File: src/rtl/pcm_pwm_player.sv
// PCM sample FIFO feeding a PWM audio generator. Each sample is held for
// PWM_REPEAT full PWM periods; playback starts once the FIFO reaches START_LEVEL.
module pcm_pwm_player #(
  parameter int DATA_W      = 8,
  parameter int FIFO_DEPTH  = 16,
  parameter int START_LEVEL = 8,
  parameter int PWM_REPEAT  = 4
) (
  input  logic                          clk,
  input  logic                          reset,
  input  logic [DATA_W-1:0]             pcmData,
  input  logic                          pcmValid,
  input  logic                          clrFlags,
  output logic                          ampPWM,
  output logic                          ampSD,
  output logic [$clog2(FIFO_DEPTH):0]   fifoLevel,
  output logic                          overflow,
  output logic                          underrun
);
  localparam int AW = $clog2(FIFO_DEPTH);
  localparam int LW = AW + 1;
  localparam int RW = (PWM_REPEAT > 1) ? $clog2(PWM_REPEAT) : 1;
  localparam logic [DATA_W-1:0] MID = DATA_W'(1) << (DATA_W - 1);

  typedef enum logic {IDLE, PLAY} state_t;

  state_t              state_q, state_d;
  logic [DATA_W-1:0]   mem_q [FIFO_DEPTH];
  logic [AW-1:0]       wr_ptr_q, wr_ptr_d, rd_ptr_q, rd_ptr_d;
  logic [LW-1:0]       level_q, level_d;
  logic [DATA_W-1:0]   pwm_cnt_q, pwm_cnt_d;
  logic [RW-1:0]       rep_cnt_q, rep_cnt_d;
  logic [DATA_W-1:0]   cur_sample_q, cur_sample_d;
  logic                amp_pwm_q, amp_pwm_d;
  logic                overflow_q, overflow_d;
  logic                underrun_q, underrun_d;
  logic                pop, push_ok, ovf_evt, und_evt;

  always_comb begin
    state_d      = state_q;
    pwm_cnt_d    = pwm_cnt_q;
    rep_cnt_d    = rep_cnt_q;
    cur_sample_d = cur_sample_q;
    amp_pwm_d    = 1'b0;
    pop          = 1'b0;
    und_evt      = 1'b0;

    case (state_q)
      IDLE: begin
        pwm_cnt_d = '0;
        rep_cnt_d = '0;
        if (level_q >= LW'(START_LEVEL)) begin
          pop          = 1'b1;
          cur_sample_d = mem_q[rd_ptr_q];
          state_d      = PLAY;
        end
      end
      PLAY: begin
        amp_pwm_d = (pwm_cnt_q < cur_sample_q);
        pwm_cnt_d = pwm_cnt_q + DATA_W'(1);
        if (pwm_cnt_q == '1) begin
          if (rep_cnt_q == RW'(PWM_REPEAT - 1)) begin
            rep_cnt_d = '0;
            if (level_q != '0) begin
              pop          = 1'b1;
              cur_sample_d = mem_q[rd_ptr_q];
            end else begin
              und_evt      = 1'b1;
              cur_sample_d = MID;
              state_d      = IDLE;
            end
          end else begin
            rep_cnt_d = rep_cnt_q + RW'(1);
          end
        end
      end
      default: state_d = IDLE;
    endcase

    // A pop in the same cycle frees a slot, so a full FIFO still accepts the push.
    push_ok  = pcmValid && ((level_q != LW'(FIFO_DEPTH)) || pop);
    ovf_evt  = pcmValid && !push_ok;
    level_d  = level_q + LW'(push_ok) - LW'(pop);
    wr_ptr_d = push_ok ? wr_ptr_q + AW'(1) : wr_ptr_q;
    rd_ptr_d = pop     ? rd_ptr_q + AW'(1) : rd_ptr_q;

    overflow_d = (overflow_q && !clrFlags) || ovf_evt;
    underrun_d = (underrun_q && !clrFlags) || und_evt;
  end

  always_ff @(posedge clk) begin
    if (reset) begin
      state_q      <= IDLE;
      wr_ptr_q     <= '0;
      rd_ptr_q     <= '0;
      level_q      <= '0;
      pwm_cnt_q    <= '0;
      rep_cnt_q    <= '0;
      cur_sample_q <= MID;
      amp_pwm_q    <= 1'b0;
      overflow_q   <= 1'b0;
      underrun_q   <= 1'b0;
    end else begin
      state_q      <= state_d;
      wr_ptr_q     <= wr_ptr_d;
      rd_ptr_q     <= rd_ptr_d;
      level_q      <= level_d;
      pwm_cnt_q    <= pwm_cnt_d;
      rep_cnt_q    <= rep_cnt_d;
      cur_sample_q <= cur_sample_d;
      amp_pwm_q    <= amp_pwm_d;
      overflow_q   <= overflow_d;
      underrun_q   <= underrun_d;
    end
  end

  // Storage needs no reset: occupancy is tracked by the pointers and level.
  always_ff @(posedge clk) begin
    if (!reset && push_ok) mem_q[wr_ptr_q] <= pcmData;
  end

  assign ampPWM    = amp_pwm_q;
  assign ampSD     = (state_q == PLAY);
  assign fifoLevel = level_q;
  assign overflow  = overflow_q;
  assign underrun  = underrun_q;
endmodule

File: config.mk
export PLATFORM = sky130hd
export DESIGN_NAME = pcm_pwm_player
export DESIGN_NICKNAME = d
export VERILOG_FILES = /design/src/rtl/pcm_pwm_player.sv
export SDC_FILE = /design/constraint.sdc
export NUM_CORES = 1
export LEC_CHECK = 0
export CORE_AREA = 2 2 147 164
export CTS_CLUSTER_SIZE = 16
export DETAILED_ROUTE_END_ITERATION = 7
export DIE_AREA = 0 0 149 166
export HOLD_SLACK_MARGIN = 0.1
export PLACE_DENSITY_LB_ADDON = 0.15
export SETUP_SLACK_MARGIN = 0.02
export SLEW_MARGIN = 20
export SYNTH_ARGS = -nofsm -noshare
export SYNTH_HDL_FRONTEND = slang
export SYNTH_SLANG_ARGS = --single-unit
File: constraint.sdc
create_clock -name clk -period 2.7 [get_ports clk]
set_clock_uncertainty 0.2 [all_clocks]
set_input_delay 0.405 -clock clk [delete_from_list [all_inputs] [get_ports clk]]
set_output_delay 0.405 -clock clk [all_outputs]
set_load 0.02 [all_outputs]
# ---- Word-level counts from Yosys, hierarchy flattened
# Memory sizes are Yosys's and may differ from the RTL's. A register that Yosys moved wholly into a read port is not among the register bits.
# Cells that the tools add are included.
dict set report word_totals {
  regBits 35
  mem_bits_rw 128
  inputBits 12
  output_inout_bits 9
  wordCells 65
  mem_count 1
}
dict set report op_classes {
  add_sub_neg 6
  n_lt_le_gt_ge 2
  eq_ne 6
  muxes 25
  bitwise_logic 1
  reduce_logical 14
}
# memory words word_bits read_ports rd_ports_with_merged_regs wr line
set mem_list {}
lappend mem_list {mem_q 16 8 1 1 1 28} ;# logic [DATA_W-1:0] mem_q [FIFO_DEPTH];
# cell n
set op_table {}
lappend op_table {{two-way mux 8 bit} 4}
lappend op_table {{case mux 8 bit (2 select lines)} 2}
lappend op_table {{two-way mux 1 bit} 12}
lappend op_table {{adder 4 x 1 -> 4 bit, second input constant} 2}
lappend op_table {{adder 8 x 1 -> 8 bit, second input constant} 1}
lappend op_table {{== test 8 bit, second input constant} 1}
lappend op_table {{< comparator 8 bit} 1}
lappend op_table {{two-way mux 4 bit} 2}
lappend op_table {{adder 5 x 1 -> 5 bit} 1}
lappend op_table {{>= comparator 5 x 4 -> 1 bit, second input constant} 1}
lappend op_table {{logical AND 1 bit} 5}
lappend op_table {{!= test 5 bit, second input constant} 1}
lappend op_table {{nonzero test 5 bit} 1}
lappend op_table {{subtractor 5 x 1 -> 5 bit} 1}
lappend op_table {{two-way mux 2 bit} 2}
lappend op_table {{!= test 2 x 1 -> 1 bit, second input constant} 2}
lappend op_table {{case mux 1 bit (2 select lines)} 2}
lappend op_table {{case mux 2 bit (2 select lines)} 1}
lappend op_table {{zero test 1 bit} 3}
lappend op_table {{logical OR 1 bit} 3}
lappend op_table {{AND reduction 3 bit} 1}
lappend op_table {{adder 2 x 1 -> 2 bit, second input constant} 1}
lappend op_table {{== test 2 bit, second input constant} 1}
lappend op_table {{!= test 2 bit, second input constant} 1}
lappend op_table {{2 further kinds} 2}

# ---- Longest topological paths before layout
# Gate-level depths: netlist (run 1).
dict set report depth {
  ltp_word 10
  ltp_mapped 16
  ltp_nobuf 15
}

# ---- Least setup slack after synthesis (run 1)
# OpenSTA, ideal clock, no wires.
dict set report synth_timing {
  path_kind {register -> register}
  start {reg level_q[2], in the netlist fifoLevel[2]}
  end {reg level_q[4], in the netlist fifoLevel[4]}
  setup_time_ns 0.128
  t_arrival_ns 2.707
  t_required_ns 2.372
  setup_slack_ns -0.335
  path_stages_with_launch 16
  path_buffers 1
  period_less_slack_ns 3.035
  cell_sequence {dfxtp_1 -> inv_1 -> ha_1 -> a311o_1 -> a21o_1 -> buf_2 -> nand2_1 -> ha_1 -> inv_1 -> ha_1 -> fa_1 -> a21oi_1 -> nor2_1 -> nor2_1 -> xnor2_1 -> nor2_1}
}
dict set report synth_between {
  elab_chain_len 9
  elab_cells_between_ends 12
  classes_between {2 x add/sub; 1 x order compare; 1 x eq/ne; 5 x mux; 3 x reduce/logical}
}
# item line
set synth_lines {}
lappend synth_lines {{start: declaration} 30} ;# logic [LW-1:0] level_q, level_d;
lappend synth_lines {{start signal: assignment} 107} ;# level_q <= level_d;
lappend synth_lines {{parallel branches: the longest is 8 deep, another holds >= comparator 5 x 4 -> 1 bit} -}
lappend synth_lines {{subtractor 5 x 1 -> 5 bit (*)} 83} ;# level_d = level_q + LW'(push_ok) - LW'(pop);
# Every way passes the cells marked *.
# A chain may end at the register's enable or synchronous reset.

# ---- Final worst setup path (run 1)
# Ends and elaborated chain as after synthesis.

==> run summary, run 1 <==
RUN STATUS
--------------------------------------------------------------------------------------------------------
Status                                                                                      finished clean

POWER
--------------------------------------------------------------------------------------------------------
Fraction of power spent switching nets                                                             0.294
Power per unit of standard cell area                                                          870 nW/um2
Share of total power in the clock network                                                          0.316
Share of power burned in combinational logic                                                       0.274
Peak ir drop on the vdd network                                                                   352 uV
Switch Pwr                                                                                       2.17 mW
Sequential power share                                                                             0.410
Cell leakage power                                                                               2.89 nW
Cell Int Power                                                                                   5.23 mW

FLOORPLANNING
--------------------------------------------------------------------------------------------------------
Die W                                                                                             149 um
Placeable core area                                                                           23,200 um2
Starting utilization of the core area                                                              0.295
IO Pins                                                                                               21
Die Span Y                                                                                        166 um
Die area                                                                                      24,700 um2
Floorplan row count                                                                                   59

PLACEMENT
--------------------------------------------------------------------------------------------------------
Area post-placement                                                                             7870 um2
Buffers added on ports                                                                                20
HPWL reported at the end of detailed placement                                                   9740 um
Setup WS pre-CTS                                                                              -0.0730 ns
Global placer's final weighted congestion                                                          0.727

DETAILED ROUTING
--------------------------------------------------------------------------------------------------------
Antenna Violating Nets Remaining                                                                       0
DRC marker count from the first detailed-route iteration                                             141
WL per Instance                                                                                  17.7 um
Per-cell via count in the routed design                                                             4.59
Number of vias in the routed layout                                                                3,766
DRC violation count after routing                                                                      0
Number of search-and-repair iterations in the first detailed-routing pass                              4
Final wirelength                                                                               14,500 um

LOGIC SYNTHESIS
--------------------------------------------------------------------------------------------------------
Warnings, synthesis                                                                                    0
Sequential element share of the synthesized area                                                   0.677
Cell Area, Synth                                                                                6830 um2
Cell accounting for the most synthesized area                                               sky130_fd_sc_hd__edfxtp_1
Synthesized Nets                                                                                     452
Ys flop type                                                                                sky130_fd_sc_hd__edfxtp_1
Mean cell area of the mapped netlist                                                            16.4 um2
Post-synth EDFFs                                                                                     128
Largest cells by area after synthesis                                                       sky130_fd_sc_hd__edfxtp_1 56%, sky130_fd_sc_hd__dfxtp_1 11%, sky130_fd_sc_hd__mux4_2 9.9%, sky130_fd_sc_hd__ha_1 4.0%, sky130_fd_sc_hd__nor2_1 2.2%
Register bit count reported by yosys                                                                 167
Area fraction of the dominant cell type after synthesis                                            0.562
Number of instances in the synthesized netlist                                                       417
Fraction of registers with async set/reset                                                             0
Distinct cell type count of the synthesized netlist                                                   46

SETUP PATH
--------------------------------------------------------------------------------------------------------
Kind of capture point of the worst setup path                                                       flop
Type of the setup path with the least slack                                                      reg2reg
CP top delay family                                                                          adder cells
Cells along the critical path                                                               inv_1 -> ha_1 -> a311o_1 -> a21o_1 -> nand2_4 -> ha_4 -> inv_2 -> ha_4 -> fa_2 -> a21oi_2 -> nor2_1 -> nor2_1 -> xnor2_1 -> nor2_1
Largest stage delay on the critical path                                                         0.37 ns
Most frequent CP cell                                                                       sky130_fd_sc_hd__nor2_1
Worst path arrival time                                                                          2.81 ns
Number of buffers and inverters on the critical path                                                   2
Critical-path maximum fanout                                                                           3
Worst Setup Start Kind                                                                              flop
Required time at the worst-slack endpoint                                                        2.82 ns
Slowest cell on the critical path                                                           sky130_fd_sc_hd__a311o_1

CLOCK NETWORK
--------------------------------------------------------------------------------------------------------
Num CTS Buffers                                                                                       17
Sink count of the clock tree                                                                         167
Clock tree root driver cell                                                                 sky130_fd_sc_hd__clkbuf_16
Buffer levels on the longest clock path                                                                2
Clock insertion delay at the later pin of the skew report                                        0.43 ns
TritonCTS clock tree                                                                               built
Post-CTS clock slew at the launch and capture registers of the worst setup and hold paths        0.07 ns
Number of H-tree levels                                                                                4

TIMING
--------------------------------------------------------------------------------------------------------
Maximum frequency from static timing analysis                                                    371 MHz
Final cycle utilization of the critical path                                                       0.999
Worst slew margin                                                                                  0.538
Slack of the critical path                                                                    0.00375 ns
Max-slew violation count                                                                               0
Post-layout minimum cycle time                                                                   2.70 ns
Least-Margin Pin Slew                                                                           0.693 ns
Unrepaired setup endpoints after global routing                                                      yes
Count of final hold-check violations                                                                   0
Setup-failing EPs final                                                                                0

LAYOUT
--------------------------------------------------------------------------------------------------------
Syn-to-layout area delta                                                                           24.5%
Finished Core Util                                                                                 0.367
Layout net count                                                                                     537
Top library cells by usage in the layout, fill and taps aside                               128 x sky130_fd_sc_hd__edfxtp_1, 59 x sky130_fd_sc_hd__buf_4, 40 x sky130_fd_sc_hd__nor2_1, 30 x sky130_fd_sc_hd__mux4_2, 30 x sky130_fd_sc_hd__dfxtp_1
Most common cell after layout, fill and taps aside                                          sky130_fd_sc_hd__edfxtp_1
Fraction of final layout cells sized beyond drive strength 1                                       0.297
Number of diodes added for antenna fixing                                                              0
Finished layout cell area                                                                       8510 um2

GRT
--------------------------------------------------------------------------------------------------------
Vias in the first global route                                                                     3,971
Total routing usage reported by global routing                                                     0.126
Gr ovfl total                                                                                          0
Initial antenna violation count                                                                        0
Largest net degree at the start of global routing                                                     33
Wire length of the first global-routing pass                                                   22,900 um

RUN
--------------------------------------------------------------------------------------------------------
Max-cap viol count                                                                                     0

MIN PATH
--------------------------------------------------------------------------------------------------------
Type of the most critical hold path                                                              reg2reg

==> logic make-up (layout without fill, tap and decap cells) <==
family / after synthesis / count (layout) / share of synthesized area
buffers and inverters: 34 / 132 / 0.0251
and+or+nand+nor: 90 / 90 / 0.0677
DFF: 167 / 167 / 0.677
muxes: 44 / 44 / 0.124
AOI/OAI and AO/OA: 48 / 48 / 0.0489
adders and majority gates: 23 / 23 / 0.0432
xor gates and xnor gates: 11 / 11 / 0.0141
==> flip-flops by register name, indices dropped and copies added, names as in the netlist, named ones only <==
signal / cells
mem_q: 128
cur_sample_q: 8
pwm_cnt_q: 8
fifoLevel: 5
rd_ptr_q: 4
wr_ptr_q: 4
rep_cnt_q: 2
ampPWM: 1
ampSD: 1
overflow: 1
underrun: 1
==> tightest hold or removal path, cell delays in order, from the launching register on <==
cell	delay, ns
sky130_fd_sc_hd__dfxtp_1	0.31
sky130_fd_sc_hd__nand2b_1	0.06
sky130_fd_sc_hd__a21oi_1	0.06
==> routing by layer <==
metal,vias to the layer above,GRT usage,wire length [um]
met2,49,0.206,7250
met5,-,0,0
met3,13,0.0294,371
met4,0,0.0427,193
li1,1774,-,-
met1,1930,0.166,6720
==> synthesized netlist by cell type (all sizes together) (2+ instances only) <==
cell type,instances
a211oi,7
a21o,6
a21oi,19
a22o,7
and3,2
buf,11
clkbuf,5
dfxtp,39
edfxtp,128
ha,22
inv,18
mux2i,11
mux4,32
nand2,6
nand2b,3
nand3,11
nand3b,7
nor2,41
nor2b,10
o21ai,4
or3,3
xnor2,7
xor2,4
==> area by class of cell <==
cell class                      count  area, um2
Clock buffer                       17        425
Timing Repair Buffer               82        703
Clock inverter                     15        158
Multi-Input combinational cell    216       2130
Inverter                           18       67.6
Fill cell                        2228      14700
Tap cell                          305        382
Sequential cell                   167       4640
==> worst paths after layout <==
check / start / cells past startpoint / slack, ns / end
max reg2reg: fifoLevel[2]$_SDFF_PP0_ / 14 / 0.004 / fifoLevel[4]$_SDFF_PP0_
max: fifoLevel[2]$_SDFF_PP0_ / 14 / 0.004 / fifoLevel[4]$_SDFF_PP0_
min reg2reg: underrun$_SDFF_PP0_ / 2 / 0.28 / underrun$_SDFF_PP0_
min: underrun$_SDFF_PP0_ / 2 / 0.28 / underrun$_SDFF_PP0_
==> metrics by stage <==
step	power [mW]	instances	setup TNS, ns	hold WS (ns)
after floorplan	4.37	417	-0.132	0.215
final	7.40	820	0	0.277
after CTS	7.50	819	0	0.286
after global placement	5.10	784	-0.0134	0.265
after detailed placement	5.12	784	-0.0730	0.270
after global routing	7.82	820	-0.127	0.302
==> what timing repair did <==
action	4_1_cts	5_1_grt
pin swaps	11	2
hold buffers	0	0
buffers inserted	3	1
setup endpoints to repair	1	2
gates resized for setup	5	1
==> power by group through the flow <==
stage | clock network [mW] | registers [mW] | logic, mW
6_report | 2.34 | 3.04 | 2.03
5_1_grt | 2.51 | 3.06 | 2.24
4_1_cts | 2.40 | 3.04 | 2.06
3_5_place_dp | 0 | 3.10 | 2.03
3_3_place_gp | 0 | 3.09 | 2.00
2_1_floorplan | 0 | 3.11 | 1.26
No activity file was read; power rests on OpenSTA's default activity.
==> inputs of run 2 (changes only) <==
Clock period 2.7 ns to 3.28 ns, I/O delays scaled along.
==> run 2 against run 1 <==
  * First-iteration DRC count up 100%
  * Critical endpoint unchanged
  * Total power down 21%
  * Design area down 4.2%
  * Sequential cell count unchanged
  * Wire length up 1.0%
  * Worst setup slack better by 0.26 ns
  * Hold slack better by 0.0047 ns
  * Via count down 4.5%
  * Largest power group unchanged
  * Global-route usage up 0.050 points
  * Sequential share of layout area up 2.2 points
  * Combinational power down 31%
  * Die area unchanged
==> run summary, run 2 (same netlist as run 1, synthesis figures left out) <==
DETAILED ROUTING
--------------------------------------------------------------------------------------------------------
Number of vias in the routed layout                                                                3,598   was 3,766
WL per Instance                                                                                  18.6 um   was 17.7 um
Antenna Violating Nets Remaining                                                                       0   unchanged
DRC violation count after routing                                                                      0   unchanged
Final wirelength                                                                               14,700 um   was 14,500 um
Per-cell via count in the routed design                                                             4.55   was 4.59
Number of search-and-repair iterations in the first detailed-routing pass                              4   unchanged
DRC marker count from the first detailed-route iteration                                             287   was 141

PLACEMENT
--------------------------------------------------------------------------------------------------------
Area post-placement                                                                             7570 um2   was 7870 um2
Setup WS pre-CTS                                                                                0.248 ns   was -0.0730 ns
Number of cells after detailed placement                                                             758   was 784
HPWL reported at the end of detailed placement                                                   9560 um   was 9740 um
Buffers added on ports                                                                                20   unchanged
Global placer's final weighted congestion                                                          0.740   was 0.727

LAYOUT
--------------------------------------------------------------------------------------------------------
Layout net count                                                                                     507   was 537
Top library cells by usage in the layout, fill and taps aside                               128 x sky130_fd_sc_hd__edfxtp_1, 40 x sky130_fd_sc_hd__nor2_1, 38 x sky130_fd_sc_hd__dfxtp_1, 31 x sky130_fd_sc_hd__buf_4, 30 x sky130_fd_sc_hd__mux4_2   was 128 x sky130_fd_sc_hd__edfxtp_1, 59 x sky130_fd_sc_hd__buf_4, 40 x sky130_fd_sc_hd__nor2_1, 30 x sky130_fd_sc_hd__mux4_2, 30 x sky130_fd_sc_hd__dfxtp_1
Number of diodes added for antenna fixing                                                              0   unchanged
Biggest regs                                                                                mem_q: 128 flops, cur_sample_q: 8 flops, pwm_cnt_q: 8 flops   unchanged
Count of placed standard cells in the final layout, fillers left out                                 790   was 820
Syn-to-layout area delta                                                                           19.2%   was 24.5%
Flip-flop count of the largest register, all copies and words added                                  128   unchanged
Fraction of final layout cells sized beyond drive strength 1                                       0.212   was 0.297
Top reg by flops                                                                                   mem_q   unchanged
Finished layout cell area                                                                       8150 um2   was 8510 um2
Most common cell after layout, fill and taps aside                                          sky130_fd_sc_hd__edfxtp_1   unchanged

CLOCK NETWORK
--------------------------------------------------------------------------------------------------------
Buffer levels on the longest clock path                                                                2   unchanged
Clock tree root driver cell                                                                 sky130_fd_sc_hd__clkbuf_16   unchanged
Post-CTS clock slew at the launch and capture registers of the worst setup and hold paths        0.07 ns   about the same
Post-CTS Hold Buffers                                                                                  0   unchanged
TritonCTS clock tree                                                                               built   unchanged
Sink count of the clock tree                                                                         167   unchanged
Clock insertion delay at the later pin of the skew report                                        0.42 ns   was 0.43 ns
Number of H-tree levels                                                                                4   unchanged
Num CTS Buffers                                                                                       17   unchanged
Post-CTS setup buffer count                                                                            0   was 3

POWER
--------------------------------------------------------------------------------------------------------
Power per unit of standard cell area                                                          719 nW/um2   was 870 nW/um2
Peak ir drop on the vdd network                                                                   287 uV   was 352 uV
Cell leakage power                                                                               2.71 nW   was 2.89 nW

TIMING
--------------------------------------------------------------------------------------------------------
Final cycle utilization of the critical path                                                       0.921   was 0.999
Setup-failing EPs final                                                                                0   unchanged
Max-slew violation count                                                                               0   unchanged
Maximum frequency from static timing analysis                                                    331 MHz   was 371 MHz
Count of final hold-check violations                                                                   0   unchanged
Post-layout minimum cycle time                                                                   3.02 ns   was 2.70 ns
Worst slew margin                                                                                  0.371   was 0.538
Post-route setup TNS                                                                                0 ns   unchanged
Unrepaired setup endpoints after global routing                                                       no   was yes
Least-Margin Pin Slew                                                                           0.942 ns   was 0.693 ns
Slack of the critical path                                                                      0.259 ns   was 0.00375 ns

SETUP PATH
--------------------------------------------------------------------------------------------------------
Largest stage delay on the critical path                                                         0.41 ns   was 0.37 ns
Type of the setup path with the least slack                                                      reg2reg   unchanged
Worst Setup Start Kind                                                                              flop   unchanged
Required time at the worst-slack endpoint                                                        3.38 ns   was 2.82 ns
Critical-path maximum fanout                                                                           5   was 3
Cells along the critical path                                                               ha_2 -> nand2_1 -> o31ai_4 -> a21o_1 -> nand2_1 -> ha_1 -> inv_1 -> ha_1 -> fa_1 -> a21oi_1 -> nor2_1 -> nor2_1 -> xnor2_1 -> nor2_1   was inv_1 -> ha_1 -> a311o_1 -> a21o_1 -> nand2_4 -> ha_4 -> inv_2 -> ha_4 -> fa_2 -> a21oi_2 -> nor2_1 -> nor2_1 -> xnor2_1 -> nor2_1
Kind of capture point of the worst setup path                                                       flop   unchanged
Slowest cell on the critical path                                                           sky130_fd_sc_hd__fa_1   was sky130_fd_sc_hd__a311o_1
Most frequent CP cell                                                                       sky130_fd_sc_hd__nor2_1   unchanged
Reg2reg setup slack                                                                              0.26 ns   was 0.004 ns
Worst path arrival time                                                                          3.12 ns   was 2.81 ns

GRT
--------------------------------------------------------------------------------------------------------
GR Util met3                                                                                      0.0269   was 0.0294
Wire length of the first global-routing pass                                                   23,000 um   was 22,900 um
Initial antenna violation count                                                                        0   unchanged
Vias in the first global route                                                                     3,893   was 3,971
Total routing usage reported by global routing                                                     0.127   was 0.126
Gr ovfl total                                                                                          0   unchanged
Largest net degree at the start of global routing                                                     23   was 33
M1 GR Usage                                                                                        0.155   was 0.166
Global routing's busiest layer                                                                      met2   unchanged
Met2 demand-to-capacity share in global routing                                                    0.222   was 0.206

MIN PATH
--------------------------------------------------------------------------------------------------------
Type of the most critical hold path                                                              reg2reg   unchanged

RUN
--------------------------------------------------------------------------------------------------------
Max-cap viol count                                                                                     0   unchanged

RUN STATUS
--------------------------------------------------------------------------------------------------------
Status                                                                                      finished clean   unchanged

FLOORPLANNING
--------------------------------------------------------------------------------------------------------
Die area                                                                                      24,700 um2   unchanged
Starting utilization of the core area                                                              0.295   unchanged
Die W                                                                                             149 um   unchanged
Floorplan row count                                                                                   59   unchanged
Placeable core area                                                                           23,200 um2   unchanged
Die Span Y                                                                                        166 um   unchanged
IO Pins                                                                                               21   unchanged

[run 2: changes by cell type in the layout (fill, tap and decap cells not counted), sizes merged]
cell    previous run  this run
buf               62        32
clkinv             6         5
inv               25        26
[run 2: cell type report]
| class | count | area (um2) |
|---|---|---|
| inverters | 18 | 67.6 |
| flip-flops and latches | 167 | 4630 |
| multi-input cells | 216 | 2040 |
| well taps | 305 | 382 |
| fillers | 2240 | 15000 |
| clock inverters | 15 | 155 |
| repair buffers | 52 | 453 |
| clock buffers | 17 | 425 |
[run 2: worst paths after layout]
kind                                         startpoint                 endpoint  cells after the start
worst max-delay path            pwm_cnt_q[0]$_SDFF_PP0_  fifoLevel[4]$_SDFF_PP0_                     14
worst min register to register  pwm_cnt_q[0]$_SDFF_PP0_  pwm_cnt_q[0]$_SDFF_PP0_                      1
worst min-delay path            pwm_cnt_q[0]$_SDFF_PP0_  pwm_cnt_q[0]$_SDFF_PP0_                      1
worst max register to register  pwm_cnt_q[0]$_SDFF_PP0_  fifoLevel[4]$_SDFF_PP0_                     14
[run 2: stage by stage]
stage          power, mW   util  hold slack (ns)
6_report            5.86  0.352            0.282
5_1_grt             6.17  0.352            0.311
4_1_cts             5.95  0.351            0.287
3_5_place_dp        3.99  0.326            0.270
3_3_place_gp        3.98  0.326            0.254
2_1_floorplan       3.53      -            0.237
[run 2: critical path: cells and delay by family (launching register included)]
family	cells	cell delay (ns)
XOR/XNOR	1	0.13
buffers and inverters	1	0.04
adder cells (fa/ha/maj)	4	1.11
flip-flops	1	0.40
AND/OR/NAND/NOR	5	0.38
AO/OA/AOI/OAI	3	0.63
[run 2: per-layer routing]
layer  vias to the layer above  share of wire
met3                        15          0.031
li1                       1713              -
met1                      1815           0.44
met4                         0          0.016
met2                        55           0.51
met5                         -              0
[run 2: where the power goes]
group / total (mW) / switching, mW / leakage [nW] / internal (mW)
registers: 2.50 / 0.0999 / 1.47 / 2.40
clock network: 1.95 / 0.930 / 0.279 / 1.02
logic: 1.41 / 0.709 / 0.955 / 0.699
total: 5.86 / 1.74 / 2.71 / 4.12
[run 2: what timing repair did]
item,CTS,global route
gates resized for setup,0,1
setup endpoints to repair,0,1
hold endpoints to repair,0,0
==> inputs of run 3 (changes only) <==
Settings changed: CORE_AREA 2 2 147 164 to 2 2 168 186, DIE_AREA 0 0 149 166 to 0 0 170 188.
==> run 3 against run 2 <==
  * Die area is 29% higher
  * First-iteration DRC count is 47% lower
  * Design area is 0.86% higher
  * Critical endpoint unchanged
  * Largest cell class unchanged
==> run summary, run 3 (same netlist as run 1, synthesis figures left out) <==
TIMING
--------------------------------------------------------------------------------------------------------
Setup-failing EPs final                                                                                0   unchanged
Worst hold slack                                                                                0.274 ns   was 0.282 ns
Final cycle utilization of the critical path                                                       0.927   was 0.921
Worst slew margin                                                                                  0.456   was 0.371
Post-route setup TNS                                                                                0 ns   unchanged
Maximum frequency from static timing analysis                                                    329 MHz   was 331 MHz
Max-slew violation count                                                                               0   unchanged
Unrepaired setup endpoints after global routing                                                       no   unchanged
Post-layout minimum cycle time                                                                   3.04 ns   was 3.02 ns
Count of final hold-check violations                                                                   0   unchanged
Least-Margin Pin Slew                                                                           0.815 ns   was 0.942 ns

FLOORPLANNING
--------------------------------------------------------------------------------------------------------
Die W                                                                                             170 um   was 149 um
Die area                                                                                      32,000 um2   was 24,700 um2
IO Pins                                                                                               21   unchanged
Die Span Y                                                                                        188 um   was 166 um
Floorplan row count                                                                                   67   was 59
Placeable core area                                                                           30,200 um2   was 23,200 um2
Starting utilization of the core area                                                              0.226   was 0.295

DETAILED ROUTING
--------------------------------------------------------------------------------------------------------
Number of vias in the routed layout                                                                3,617   was 3,598
DRC violation count after routing                                                                      0   unchanged
Number of search-and-repair iterations in the first detailed-routing pass                              6   was 4
Final wirelength                                                                               15,100 um   was 14,700 um
Per-cell via count in the routed design                                                             4.21   was 4.55
WL per Instance                                                                                  17.5 um   was 18.6 um
DRC marker count from the first detailed-route iteration                                             152   was 287
Antenna Violating Nets Remaining                                                                       0   unchanged

LAYOUT
--------------------------------------------------------------------------------------------------------
Fill cell total of the finished layout                                                             3,066   was 2,240
Layout net count                                                                                     503   was 507
Syn-to-layout area delta                                                                           20.3%   was 19.2%
Fraction of final layout cells sized beyond drive strength 1                                       0.204   was 0.212
Top library cells by usage in the layout, fill and taps aside                               128 x sky130_fd_sc_hd__edfxtp_1, 40 x sky130_fd_sc_hd__nor2_1, 38 x sky130_fd_sc_hd__dfxtp_1, 30 x sky130_fd_sc_hd__mux4_2, 28 x sky130_fd_sc_hd__buf_4   was 128 x sky130_fd_sc_hd__edfxtp_1, 40 x sky130_fd_sc_hd__nor2_1, 38 x sky130_fd_sc_hd__dfxtp_1, 31 x sky130_fd_sc_hd__buf_4, 30 x sky130_fd_sc_hd__mux4_2
Biggest regs                                                                                mem_q: 128 flops, cur_sample_q: 8 flops, pwm_cnt_q: 8 flops   unchanged
Finished Core Util                                                                                 0.272   was 0.352
Most common cell after layout, fill and taps aside                                          sky130_fd_sc_hd__edfxtp_1   unchanged
Top reg by flops                                                                                   mem_q   unchanged
Number of diodes added for antenna fixing                                                              0   unchanged
Flip-flop count of the largest register, all copies and words added                                  128   unchanged

SETUP PATH
--------------------------------------------------------------------------------------------------------
Worst path arrival time                                                                          3.16 ns   was 3.12 ns
Kind of capture point of the worst setup path                                                       flop   unchanged
Slowest cell on the critical path                                                           sky130_fd_sc_hd__fa_1   unchanged
Critical-path maximum fanout                                                                           6   was 5
Required time at the worst-slack endpoint                                                        3.40 ns   was 3.38 ns
Largest stage delay on the critical path                                                         0.41 ns   about the same
Cells along the critical path                                                               inv_1 -> ha_1 -> a311o_1 -> nand3b_2 -> inv_1 -> ha_1 -> inv_1 -> ha_1 -> fa_1 -> a21oi_1 -> nor2_1 -> nor2_1 -> xnor2_1 -> nor2_1   was ha_2 -> nand2_1 -> o31ai_4 -> a21o_1 -> nand2_1 -> ha_1 -> inv_1 -> ha_1 -> fa_1 -> a21oi_1 -> nor2_1 -> nor2_1 -> xnor2_1 -> nor2_1
Type of the setup path with the least slack                                                      reg2reg   unchanged
Worst Setup Start Kind                                                                              flop   unchanged

CLOCK NETWORK
--------------------------------------------------------------------------------------------------------
Number of H-tree levels                                                                                4   unchanged
Post-CTS clock slew at the launch and capture registers of the worst setup and hold paths        0.07 ns   about the same
Clock insertion delay at the later pin of the skew report                                        0.43 ns   was 0.42 ns
Cts repair resizes                                                                                     0   unchanged
Clock tree root driver cell                                                                 sky130_fd_sc_hd__clkbuf_16   unchanged
Sink count of the clock tree                                                                         167   unchanged
Post-CTS Hold Buffers                                                                                  0   unchanged
TritonCTS clock tree                                                                               built   unchanged
Buffer levels on the longest clock path                                                                2   unchanged
Num CTS Buffers                                                                                       17   unchanged
Post-CTS setup buffer count                                                                            0   unchanged

RUN STATUS
--------------------------------------------------------------------------------------------------------
Status                                                                                      finished clean   unchanged

GRT
--------------------------------------------------------------------------------------------------------
Largest net degree at the start of global routing                                                     21   was 23
Wire length of the first global-routing pass                                                   22,800 um   was 23,000 um
Gr ovfl total                                                                                          0   unchanged
Initial antenna violation count                                                                        0   unchanged
Total routing usage reported by global routing                                                    0.0984   was 0.127
Vias in the first global route                                                                     3,847   was 3,893

RUN
--------------------------------------------------------------------------------------------------------
Max-cap viol count                                                                                     0   unchanged

PLACEMENT
--------------------------------------------------------------------------------------------------------
Global placer's final weighted congestion                                                          0.684   was 0.740
HPWL reported at the end of detailed placement                                                 10,200 um   was 9560 um
Buffers added on ports                                                                                20   unchanged

POWER
--------------------------------------------------------------------------------------------------------
Power per unit of standard cell area                                                          710 nW/um2   was 719 nW/um2
Cell leakage power                                                                               2.70 nW   was 2.71 nW
Peak ir drop on the vdd network                                                                   324 uV   was 287 uV

MIN PATH
--------------------------------------------------------------------------------------------------------
Type of the most critical hold path                                                              reg2reg   unchanged

==> run 3: changes by cell type in the layout (fill, tap and decap cells not counted) <==
cell	previous run	this run
sky130_fd_sc_hd__clkinvlp_4	2	0
sky130_fd_sc_hd__ha_2	1	0
sky130_fd_sc_hd__inv_8	3	2
sky130_fd_sc_hd__clkinv_8	3	6
sky130_fd_sc_hd__buf_12	1	0
sky130_fd_sc_hd__ha_1	21	22
sky130_fd_sc_hd__buf_4	31	28
==> run 3: per-layer routing <==
layer  global-route usage  vias to the layer above  routed length (um)
li1                     -                     1700                   -
met1                0.120                     1859                6770
met2                0.173                       46                7780
met3               0.0213                       12                 324
met4               0.0312                        0                 195
met5                    0                        -                   0
==> run 3: per-stage QoR <==
step	power (mW)	area (um2)	instances	worst slack (ns)
2_1_floorplan	3.53	6830	417	0.245
3_5_place_dp	3.95	7620	828	0.232
4_1_cts	5.94	8220	860	0.219
6_report	5.84	8220	860	0.241
3_3_place_gp	3.94	7620	828	0.251
5_1_grt	6.16	8220	860	0.0270
==> run 3: cell type report <==
class	count	area, um2	area share
Clock buffer	17	425	0.0518
Multi-Input combinational cell	216	2040	0.248
Timing Repair Buffer	48	410	0.0499
Tap cell	379	474	0.0577
Sequential cell	167	4630	0.563
Inverter	18	67.6	0.00822
Clock inverter	15	178	0.0216
==> run 3: worst paths after layout <==
check	from	slack, ns	endpoint	depth (start not counted)
setup reg to reg	fifoLevel[2]$_SDFF_PP0_	0.24	fifoLevel[4]$_SDFF_PP0_	14
hold / removal	underrun$_SDFF_PP0_	0.27	underrun$_SDFF_PP0_	2
hold reg to reg	underrun$_SDFF_PP0_	0.27	underrun$_SDFF_PP0_	2
setup / recovery	fifoLevel[2]$_SDFF_PP0_	0.24	fifoLevel[4]$_SDFF_PP0_	14
==> run 3: power by group <==
group	switching (mW)	internal (mW)	leakage, nW	total [mW]
Sequential	0.104	2.40	1.47	2.51
Clock	0.948	1.03	0.294	1.98
Combinational	0.693	0.659	0.933	1.35
==> run 3: worst max-delay path, delay by kind of cell, from the launching register on <==
kind                       cells  cell delay, ns
AOI/OAI and AO/OA              2            0.56
xor gates and xnor gates       1            0.12
buffers and inverters          3            0.19
adders and majority gates      4            1.08
and+or+nand+nor                4            0.42
DFF                            1            0.36
